[config.mk]
export PLATFORM = sky130hd
export DESIGN_NAME = mac_arb_resp
export DESIGN_NICKNAME = d
export VERILOG_FILES = /design/src/rtl/mac_arb_resp.sv
export SDC_FILE = /design/constraint.sdc
export NUM_CORES = 1
export LEC_CHECK = 0
export BUFFER_PORTS_ARGS = -buffer_cell sky130_fd_sc_hd__buf_2
export CAP_MARGIN = 20
export CORE_AREA = 2 2 174 176
export CTS_BUF_LIST = sky130_fd_sc_hd__clkbuf_8
export DETAILED_ROUTE_END_ITERATION = 10
export DIE_AREA = 0 0 176 178
export PLACE_DENSITY = 0.52
export SKIP_LAST_GASP = 1
export SYNTH_ARGS = -nofsm -noshare
export SYNTH_HDL_FRONTEND = slang
export SYNTH_SLANG_ARGS = --single-unit
[constraint.sdc]
create_clock -name clk -period 10.52 [get_ports clk]
set_input_delay 2.104 -clock clk [delete_from_list [all_inputs] [get_ports clk]]
set_output_delay 2.104 -clock clk [all_outputs]
set_load 0.05 [all_outputs]
[src/rtl/mac_arb_resp.sv]
// mac_arb_resp: one MAC of the PEB. It accepts a job from the arbiter bus
// while idle, streams ACT_LEN activation/weight pairs from memory, accumulates
// their signed products, and hands the partial sum to the PSUM side with a
// valid/ready handshake.
// Optional feature: define MAC_ASSIGN_CHK_EN to build the sticky
// assignment-while-busy flag MAC_AsgErr; otherwise MAC_AsgErr is tied to 0.
module mac_arb_resp #(
  parameter int MAC_NUM  = 27,
  parameter int MAC_ID   = 0,
  parameter int ACT_LEN  = 16,
  parameter int DATA_W   = 8,
  parameter int PSUM_W   = 24,
  parameter int IDWEI_W  = 5,
  parameter int ROW_W    = 4,
  parameter int IDPSUM_W = 4
) (
  input  logic                                 clk,
  input  logic                                 rst,
  input  logic [MAC_NUM-1:0]                   ARBMAC_Rst,
  input  logic [IDWEI_W*MAC_NUM-1:0]           ARBMAC_IDWei,
  input  logic [ROW_W*MAC_NUM-1:0]             ARBMAC_IDActRow,
  input  logic [IDPSUM_W*MAC_NUM-1:0]          ARBMAC_IDPSUM,
  output logic                                 MAC_ReqHelp,
  output logic                                 MACMEM_Rd,
  output logic [ROW_W+$clog2(ACT_LEN)-1:0]     MACMEM_ActAddr,
  output logic [IDWEI_W+$clog2(ACT_LEN)-1:0]   MACMEM_WeiAddr,
  input  logic [DATA_W-1:0]                    MEMMAC_Act,
  input  logic [DATA_W-1:0]                    MEMMAC_Wei,
  output logic                                 MACPSUM_Val,
  output logic [PSUM_W-1:0]                    MACPSUM_Dat,
  output logic [IDPSUM_W-1:0]                  MACPSUM_IDPSUM,
  input  logic                                 PSUMMAC_Rdy,
  output logic                                 MAC_AsgErr
);

  localparam int K_W  = $clog2(ACT_LEN);
  localparam int AA_W = ROW_W + K_W;
  localparam int WA_W = IDWEI_W + K_W;

  typedef enum logic [1:0] {IDLE, FETCH, DRAIN, OUT} state_t;

  state_t                state;
  logic [K_W-1:0]        k;
  logic [IDWEI_W-1:0]    id_wei;
  logic [ROW_W-1:0]      id_row;
  logic [IDPSUM_W-1:0]   id_psum;
  logic                  rd_d;
  logic [PSUM_W-1:0]     acc;

  // Only this MAC's pulse and bus slices matter; the rest of the buses are ignored.
  logic                  asg;
  logic [IDWEI_W-1:0]    wei_sl;
  logic [ROW_W-1:0]      row_sl;
  logic [IDPSUM_W-1:0]   psum_sl;
  logic                  unused_bus;

  assign asg     = ARBMAC_Rst[MAC_ID];
  assign wei_sl  = ARBMAC_IDWei[MAC_ID*IDWEI_W +: IDWEI_W];
  assign row_sl  = ARBMAC_IDActRow[MAC_ID*ROW_W +: ROW_W];
  assign psum_sl = ARBMAC_IDPSUM[MAC_ID*IDPSUM_W +: IDPSUM_W];
  assign unused_bus = ^{ARBMAC_Rst, ARBMAC_IDWei, ARBMAC_IDActRow, ARBMAC_IDPSUM};

  // Product is formed directly at PSUM_W: sign-extending both operands first
  // and truncating the result gives the modulo-2^PSUM_W wrap for free.
  logic signed [DATA_W-1:0] act_s, wei_s;
  logic signed [PSUM_W-1:0] prod_ext;

  assign act_s    = MEMMAC_Act;
  assign wei_s    = MEMMAC_Wei;
  assign prod_ext = PSUM_W'(act_s) * PSUM_W'(wei_s);

  assign MACPSUM_Dat    = acc;
  assign MACPSUM_IDPSUM = id_psum;

  // Control FSM: job capture, read sequencing, drain slot and output handshake.
  always_ff @(posedge clk) begin
    if (rst) begin
      state          <= IDLE;
      MAC_ReqHelp    <= 1'b1;
      MACMEM_Rd      <= 1'b0;
      MACPSUM_Val    <= 1'b0;
      MACMEM_ActAddr <= '0;
      MACMEM_WeiAddr <= '0;
      k              <= '0;
      id_wei         <= '0;
      id_row         <= '0;
      id_psum        <= '0;
    end else begin
      case (state)
        IDLE: begin
          if (asg) begin
            id_wei         <= wei_sl;
            id_row         <= row_sl;
            id_psum        <= psum_sl;
            k              <= '0;
            MACMEM_ActAddr <= AA_W'(row_sl) * AA_W'(ACT_LEN);
            MACMEM_WeiAddr <= WA_W'(wei_sl) * WA_W'(ACT_LEN);
            MACMEM_Rd      <= 1'b1;
            MAC_ReqHelp    <= 1'b0;
            state          <= FETCH;
          end
        end
        FETCH: begin
          if (k == K_W'(ACT_LEN - 1)) begin
            MACMEM_Rd <= 1'b0;
            state     <= DRAIN;
          end else begin
            k              <= k + K_W'(1);
            MACMEM_ActAddr <= MACMEM_ActAddr + AA_W'(1);
            MACMEM_WeiAddr <= MACMEM_WeiAddr + WA_W'(1);
          end
        end
        DRAIN: begin
          MACPSUM_Val <= 1'b1;
          state       <= OUT;
        end
        OUT: begin
          if (PSUMMAC_Rdy) begin
            MACPSUM_Val <= 1'b0;
            MAC_ReqHelp <= 1'b1;
            state       <= IDLE;
          end
        end
        default: state <= IDLE;
      endcase
    end
  end

  // Accumulate each returned pair the cycle it arrives (one cycle after its read).
  always_ff @(posedge clk) begin
    if (rst) begin
      rd_d <= 1'b0;
      acc  <= '0;
    end else begin
      rd_d <= MACMEM_Rd;
      if (state == IDLE && asg)
        acc <= '0;
      else if (rd_d)
        acc <= acc + prod_ext;
    end
  end

`ifdef MAC_ASSIGN_CHK_EN
  logic asg_err;

  // Sticky flag for an assignment pulse that lands while the MAC is busy.
  always_ff @(posedge clk) begin
    if (rst)
      asg_err <= 1'b0;
    else if (asg && state != IDLE)
      asg_err <= 1'b1;
  end

  assign MAC_AsgErr = asg_err;
`else
  assign MAC_AsgErr = 1'b0;
`endif

endmodule
==> results.ini, run 1 <==
[setup_path]
worstPathCellList = buf_2 -> and2_1 -> fa_1 -> inv_1 -> fa_1 -> inv_1 -> fa_1 -> inv_1 -> fa_1 -> inv_1 -> ha_1 -> and2_1 -> a221o_1 -> a21oi_1 -> and3b_1 -> xnor2_1 -> ha_1 -> and3_1 -> or3b_2 -> o21a_1 -> o21ai_2 -> o21ai_0 -> mux2i_1 -> o21ai_0
crit_start = MEMMAC_Wei[3]
r2r-start = MACPSUM_Dat[0]$_SDFFE_PP0P_
crit_buf_inv = 5
crit_fanout = 8
cp_slowest_stage_delay_ns = 0.64
critPathSlowestCell = fa_1
cp.required_ns = 10.68
cp-end-kind = register
critPathKind = input pin to register
cp.arrival_ns = 8.23
crit_family = adder cells
crit_path_start_kind = input pin

[final_layout]
area_delta_synth_final_pct = 16.0
layout-drive-gt1-share_pct = 12.9
final_nets = 1306
layout_commonest_cell = inv_1
num-fill-cells = 3259
fin_util_pct = 23.8
n_antenna_cell = 0
final_cell_mix = 100 x inv_1, 80 x buf_2, 63 x nor2_1, 61 x ha_1, 56 x fa_1
fin_cells = 1183

[drt]
drc = 0
first_pass_iters = 4
wl_per_cell_um = 12.7
vias = 4977
first_iter_violations = 200
viasPerCell = 4.21
drtAntennaViolNets = 0
wirelength_um = 15000

[synthesis]
yosys_register_bits = 55
yosysTopAreaCell = fa_1
yosysWarnings = 0
syn_area_sq_mm = 0.00604
syn_avg_cell_area_sq_um = 8.40
synth_area_leaders = fa_1 19%, dfxtp_1 18%, ha_1 13%
netlist_instances = 719
ys_types = 56
async_flop_share_pct = 0
synth-edff-count = 0
yosysSeqAreaShare_pct = 18.2
synth_top_area_share_pct = 18.6
ys.flop_type = dfxtp_1
syn-num-nets = 1233

[power]
p_total_mw = 2.41
peakVddDrop_mv = 0.149
p_leak_nw = 3.29
power_density_mw_per_mm2 = 344

[global_route]
grt_max_degree = 33
grt.overflow.total = 0
antenna_found_initial = 0
grt_usage_pct = 9.86
grt_pass1_vias = 4909
grt_pass1_wl_um = 25100

[timing]
fin_crit_ns = 8.07
slew_headroom_pct = 27.3
final.setup_skew_ns = 0.0101
min_period_over_period_pct = 76.7
rsz0062_at_grt = no
hold_viol = 0
fin_setup_tns_ns = 0
worstMarginPinSlew_ns = 1.09
setup_viol = 0
maxSlewViolCount = 0
clock.fmax_mhz = 124

[clock_network]
cts_max_level = 2
hold_buffers = 0
cts_sinks = 55
cts_root_buf = clkbuf_8
clkTransAtPathRegs_ns = 0.11
cts_buffer_depth = 2
cts_tree = built
clk_latency_ns = 0.32
cts_setup_buffers = 0
cts_buffers = 5
cts_resized = 0

[run]
maxCapViolCount = 0

[die]
fp.dieW_um = 176
initial_core_util_pct = 20.5
ioPinCount = 446
core-area_sq_mm = 0.0294
dieArea_sq_mm = 0.0313
rows = 63
die_h_um = 178

[hold_path]
hold_class = register to register
min_from = MACPSUM_IDPSUM[2]$_SDFFE_PP0P_

[placed_design]
gp_congestion = 0.776
hpwl_um = 12100
place_inst = 1175
numPortBuffers = 80

[run_status]
outcome = finished, final reports clean

through the flow:
stage                     cell area, sq um  setup slack (ns)  hold slack, ns
after floorplan                       6040              2.51           0.449
after global routing                  7010              1.98           0.497
after CTS                             7010              2.42           0.468
after global placement                6880              2.11           0.449
final                                 7010              2.45           0.469
after detailed placement              6880              2.13           0.450
tightest hold or removal path: cells and delay by family, from the launching register on:
family / cells / cell delay, ns
simple gates: 1 / 0.05
compound gates: 1 / 0.05
flops: 1 / 0.33
state kept, by name (all words and copies together), names as in the netlist:
register,flops
MACMEM_ActAddr,8
MACMEM_Rd,1
MACMEM_WeiAddr,9
MACPSUM_Dat,24
MACPSUM_IDPSUM,4
MACPSUM_Val,1
MAC_ReqHelp,1
k,4
rd_d,1
state,2
worst paths after layout:
| kind | end | slack, ns | cells past startpoint |
|---|---|---|---|
| max | MACPSUM_Dat[20]$_SDFFE_PP0P_ | 2.45 | 24 |
| min | MACPSUM_IDPSUM[2]$_SDFFE_PP0P_ | 0.47 | 2 |
| max reg2reg | MACPSUM_Dat[20]$_SDFFE_PP0P_ | 7.85 | 10 |
| min reg2reg | MACPSUM_IDPSUM[2]$_SDFFE_PP0P_ | 0.47 | 2 |
synth_stat cells (all sizes together), types with 17 or more instances:
master	n
nand3	19
xnor2	26
inv	100
mux2i	25
ha	61
a21oi	49
nor2	63
o21ai	17
fa	56
and2	48
nand2	55
dfxtp	55
layer usage:
layer  vias to the layer above  part of all wire, %  track usage [%]
li1                       2514                    -                -
met1                      2361                   46             12.6
met2                        90                   44             15.6
met3                        12                  9.2             4.07
met4                         0                  1.0             1.89
met5                         -                    0                0
kinds of logic (layout without fill, tap and decap cells):
kind of cell,after synthesis,count (layout),share of synthesized area [%]
AND/OR/NAND/NOR,237,237,19.6
AO/OA/AOI/OAI,124,124,13.2
adder cells (fa/ha/maj),117,117,31.2
buffers and inverters,117,191,7.33
flip-flops,55,55,18.2
XOR/XNOR,42,42,6.09
multiplexers,26,26,4.33
other,1,1,0.0621
power breakdown:
part | leakage (nW) | total, mW | switching [mW] | internal (mW)
Clock | 0.0618 | 0.157 | 0.0788 | 0.0785
Combinational | 2.78 | 1.94 | 1.18 | 0.760
Sequential | 0.448 | 0.311 | 0.0492 | 0.262
cell type report:
type	count	area, sq um	share of cell area (%)
Inverter	100	375	5.36
Multi-Input combinational cell	547	4500	64.2
Timing Repair Buffer	83	423	6.04
Sequential cell	55	1100	15.7
Clock buffer	6	82.6	1.18
Tap cell	390	488	6.97
Clock inverter	2	38.8	0.554
Note: power is estimated with default switching activity, not from simulation.
==> run 2: changes to the inputs <==
--- a/config.mk
+++ b/config.mk
@@ -7,11 +7,11 @@
 export LEC_CHECK = 0
 export BUFFER_PORTS_ARGS = -buffer_cell sky130_fd_sc_hd__buf_2
 export CAP_MARGIN = 20
-export CORE_AREA = 2 2 174 176
+export CORE_AREA = 2 2 173 175
 export CTS_BUF_LIST = sky130_fd_sc_hd__clkbuf_8
 export DETAILED_ROUTE_END_ITERATION = 10
-export DIE_AREA = 0 0 176 178
-export PLACE_DENSITY = 0.52
+export DIE_AREA = 0 0 175 177
+export PLACE_DENSITY = 0.55
 export SKIP_LAST_GASP = 1
 export SYNTH_ARGS = -nofsm -noshare
 export SYNTH_HDL_FRONTEND = slang
==> constraint.sdc (replaced) <==
create_clock -name clk -period 7.4 [get_ports clk]
set_input_delay 1.48 -clock clk [delete_from_list [all_inputs] [get_ports clk]]
set_output_delay 1.48 -clock clk [all_outputs]
set_load 0.05 [all_outputs]
==> results.ini, run 2 (synthesis results as in run 1) <==
[timing]
maxSlewViolCount = 0
fin_setup_tns_ns = 0
setup_viol = 0
worstMarginPinSlew_ns = 1.01
clock.fmax_mhz = 141
min_period_over_period_pct = 96.1
slew_headroom_pct = 32.2
final.setup_skew_ns = 0.0151
hold_viol = 0
fin_crit_ns = 7.11

[drt]
viasPerCell = 4.16
drc = 0
vias = 5103
first_pass_iters = 4
drtAntennaViolNets = 0
wl_per_cell_um = 12.5
wirelength_um = 15300
first_iter_violations = 107

[setup_path]
cp-end-kind = register
critPathKind = input pin to register
crit_path_start_kind = input pin
cp.arrival_ns = 7.38
crit_fanout = 5
cp.required_ns = 7.67

[global_route]
antenna_found_initial = 0
grt_busiest_layer = met2
grt_pass1_wl_um = 25300
gr-usage-met2_pct = 15.7
grt.overflow.total = 0
grt_max_degree = 33
met1_usage_pct = 13.1
met3_usage_pct = 3.65
grt_pass1_vias = 4987
grt_usage_pct = 9.97

[die]
dieArea_sq_mm = 0.0310
rows = 63
core-area_sq_mm = 0.0292
fp.dieW_um = 175
ioPinCount = 446
initial_core_util_pct = 20.7
die_h_um = 177

[clock_network]
cts_buffers = 5
cts_buffer_depth = 2
cts_sinks = 55
clk_latency_ns = 0.33
cts_max_level = 2
clkTransAtPathRegs_ns = 0.12
cts_root_buf = clkbuf_8
cts_tree = built

[power]
switching_share_pct = 51.1
peakVddDrop_mv = 0.219
pwr-share-seq_pct = 11.8
power_switching_mw = 1.93
power_density_mw_per_mm2 = 518
p_leak_nw = 3.49
comb_power_share_pct = 83.4
clkPwrFrac_pct = 4.8
power.internal_mw = 1.85

[final_layout]
n_antenna_cell = 0
fin_cells = 1226
layout-drive-gt1-share_pct = 17.7
area_delta_synth_final_pct = 21.0
layout_commonest_cell = inv_1
final_nets = 1349
largest_reg_flops = 24
final_cell_mix = 100 x inv_1, 80 x buf_2, 63 x nor2_1, 60 x ha_1, 56 x fa_1

[placed_design]
place_inst = 1214
hpwl_um = 12500
gp_congestion = 0.805
numPortBuffers = 80

[hold_path]
hold_class = register to register

[run_status]
outcome = finished, final reports clean

[run]
maxCapViolCount = 0

[run 2: cell count changes in the layout (fill, tap and decap cells not counted), sizes merged]
cell / delta
clkinv: +1
clkbuf: -1
bufinv: -1
inv: +1
buf: +43
[run 2: stage by stage]
step                      area [sq um]  setup WS, ns  util (%)  total power [mW]  hold WS (ns)
final                             7310         0.291      25.0              3.78         0.466
after global routing              7310       -0.0155      25.0              4.20         0.483
after CTS                         7270         0.249      24.9              3.73         0.466
after detailed placement          7180       -0.0652      24.5              3.52         0.448
after global placement            7180       -0.0838      24.5              3.49         0.447
after floorplan                   6040        0.0173         -              2.65         0.449
[run 2: final timing paths]
path / slack (ns) / cells after the start / to / start
max reg2reg: 4.76 / 10 / MACPSUM_Dat[16]$_SDFFE_PP0P_ / MACPSUM_Dat[0]$_SDFFE_PP0P_
max: 0.29 / 28 / MACPSUM_Dat[21]$_SDFFE_PP0P_ / MEMMAC_Act[7]
min reg2reg: 0.47 / 2 / MACPSUM_IDPSUM[0]$_SDFFE_PP0P_ / MACPSUM_IDPSUM[0]$_SDFFE_PP0P_
min: 0.47 / 2 / MACPSUM_IDPSUM[0]$_SDFFE_PP0P_ / MACPSUM_IDPSUM[0]$_SDFFE_PP0P_
[run 2: worst max-delay path, cell delays in order]
cell	delay, ns
buf_2	0.14
buf_4	0.13
and2_1	0.17
fa_1	0.54
inv_1	0.06
fa_1	0.50
inv_1	0.05
fa_1	0.48
inv_1	0.07
fa_1	0.53
inv_1	0.04
ha_1	0.32
nand3_1	0.08
o211ai_1	0.29
buf_4	0.17
nand4_1	0.15
a31oi_1	0.24
xnor2_1	0.09
buf_4	0.16
ha_1	0.30
buf_4	0.11
nand3_1	0.06
o21ai_0	0.22
o21ai_2	0.11
o21bai_2	0.17
a31oi_1	0.12
or4b_1	0.48
nand3_1	0.10
[run 2: metal layers]
| metal | vias to the layer above | share of wire (%) |
|---|---|---|
| met5 | - | 0 |
| met2 | 81 | 44 |
| met1 | 2408 | 47 |
| met4 | 0 | 1.3 |
| li1 | 2601 | - |
| met3 | 13 | 7.9 |
[run 2: what timing repair did]
item | CTS | global route
gates resized for setup | 0 | 5
setup endpoints to repair | 0 | 3
setup buffers | 0 | 4
hold buffers | 0 | 0
[run 2: area by class of cell]
class	count	area, sq um
well taps	390	488
fillers	3180	21900
multi-input cells	547	4510
clock inverters	3	22.5
repair buffers	126	746
flip-flops and latches	55	1100
inverters	100	375
clock buffers	5	68.8
[run 2: power by group through the flow]
| stage | sequential [mW] | clock [mW] | combinational, mW |
|---|---|---|---|
| 5_1_grt | 0.457 | 0.202 | 3.54 |
| 3_5_place_dp | 0.452 | 0 | 3.06 |
| 3_3_place_gp | 0.450 | 0 | 3.05 |
| 2_1_floorplan | 0.664 | 0 | 1.98 |
| 4_1_cts | 0.446 | 0.192 | 3.10 |
| 6_report | 0.445 | 0.182 | 3.16 |
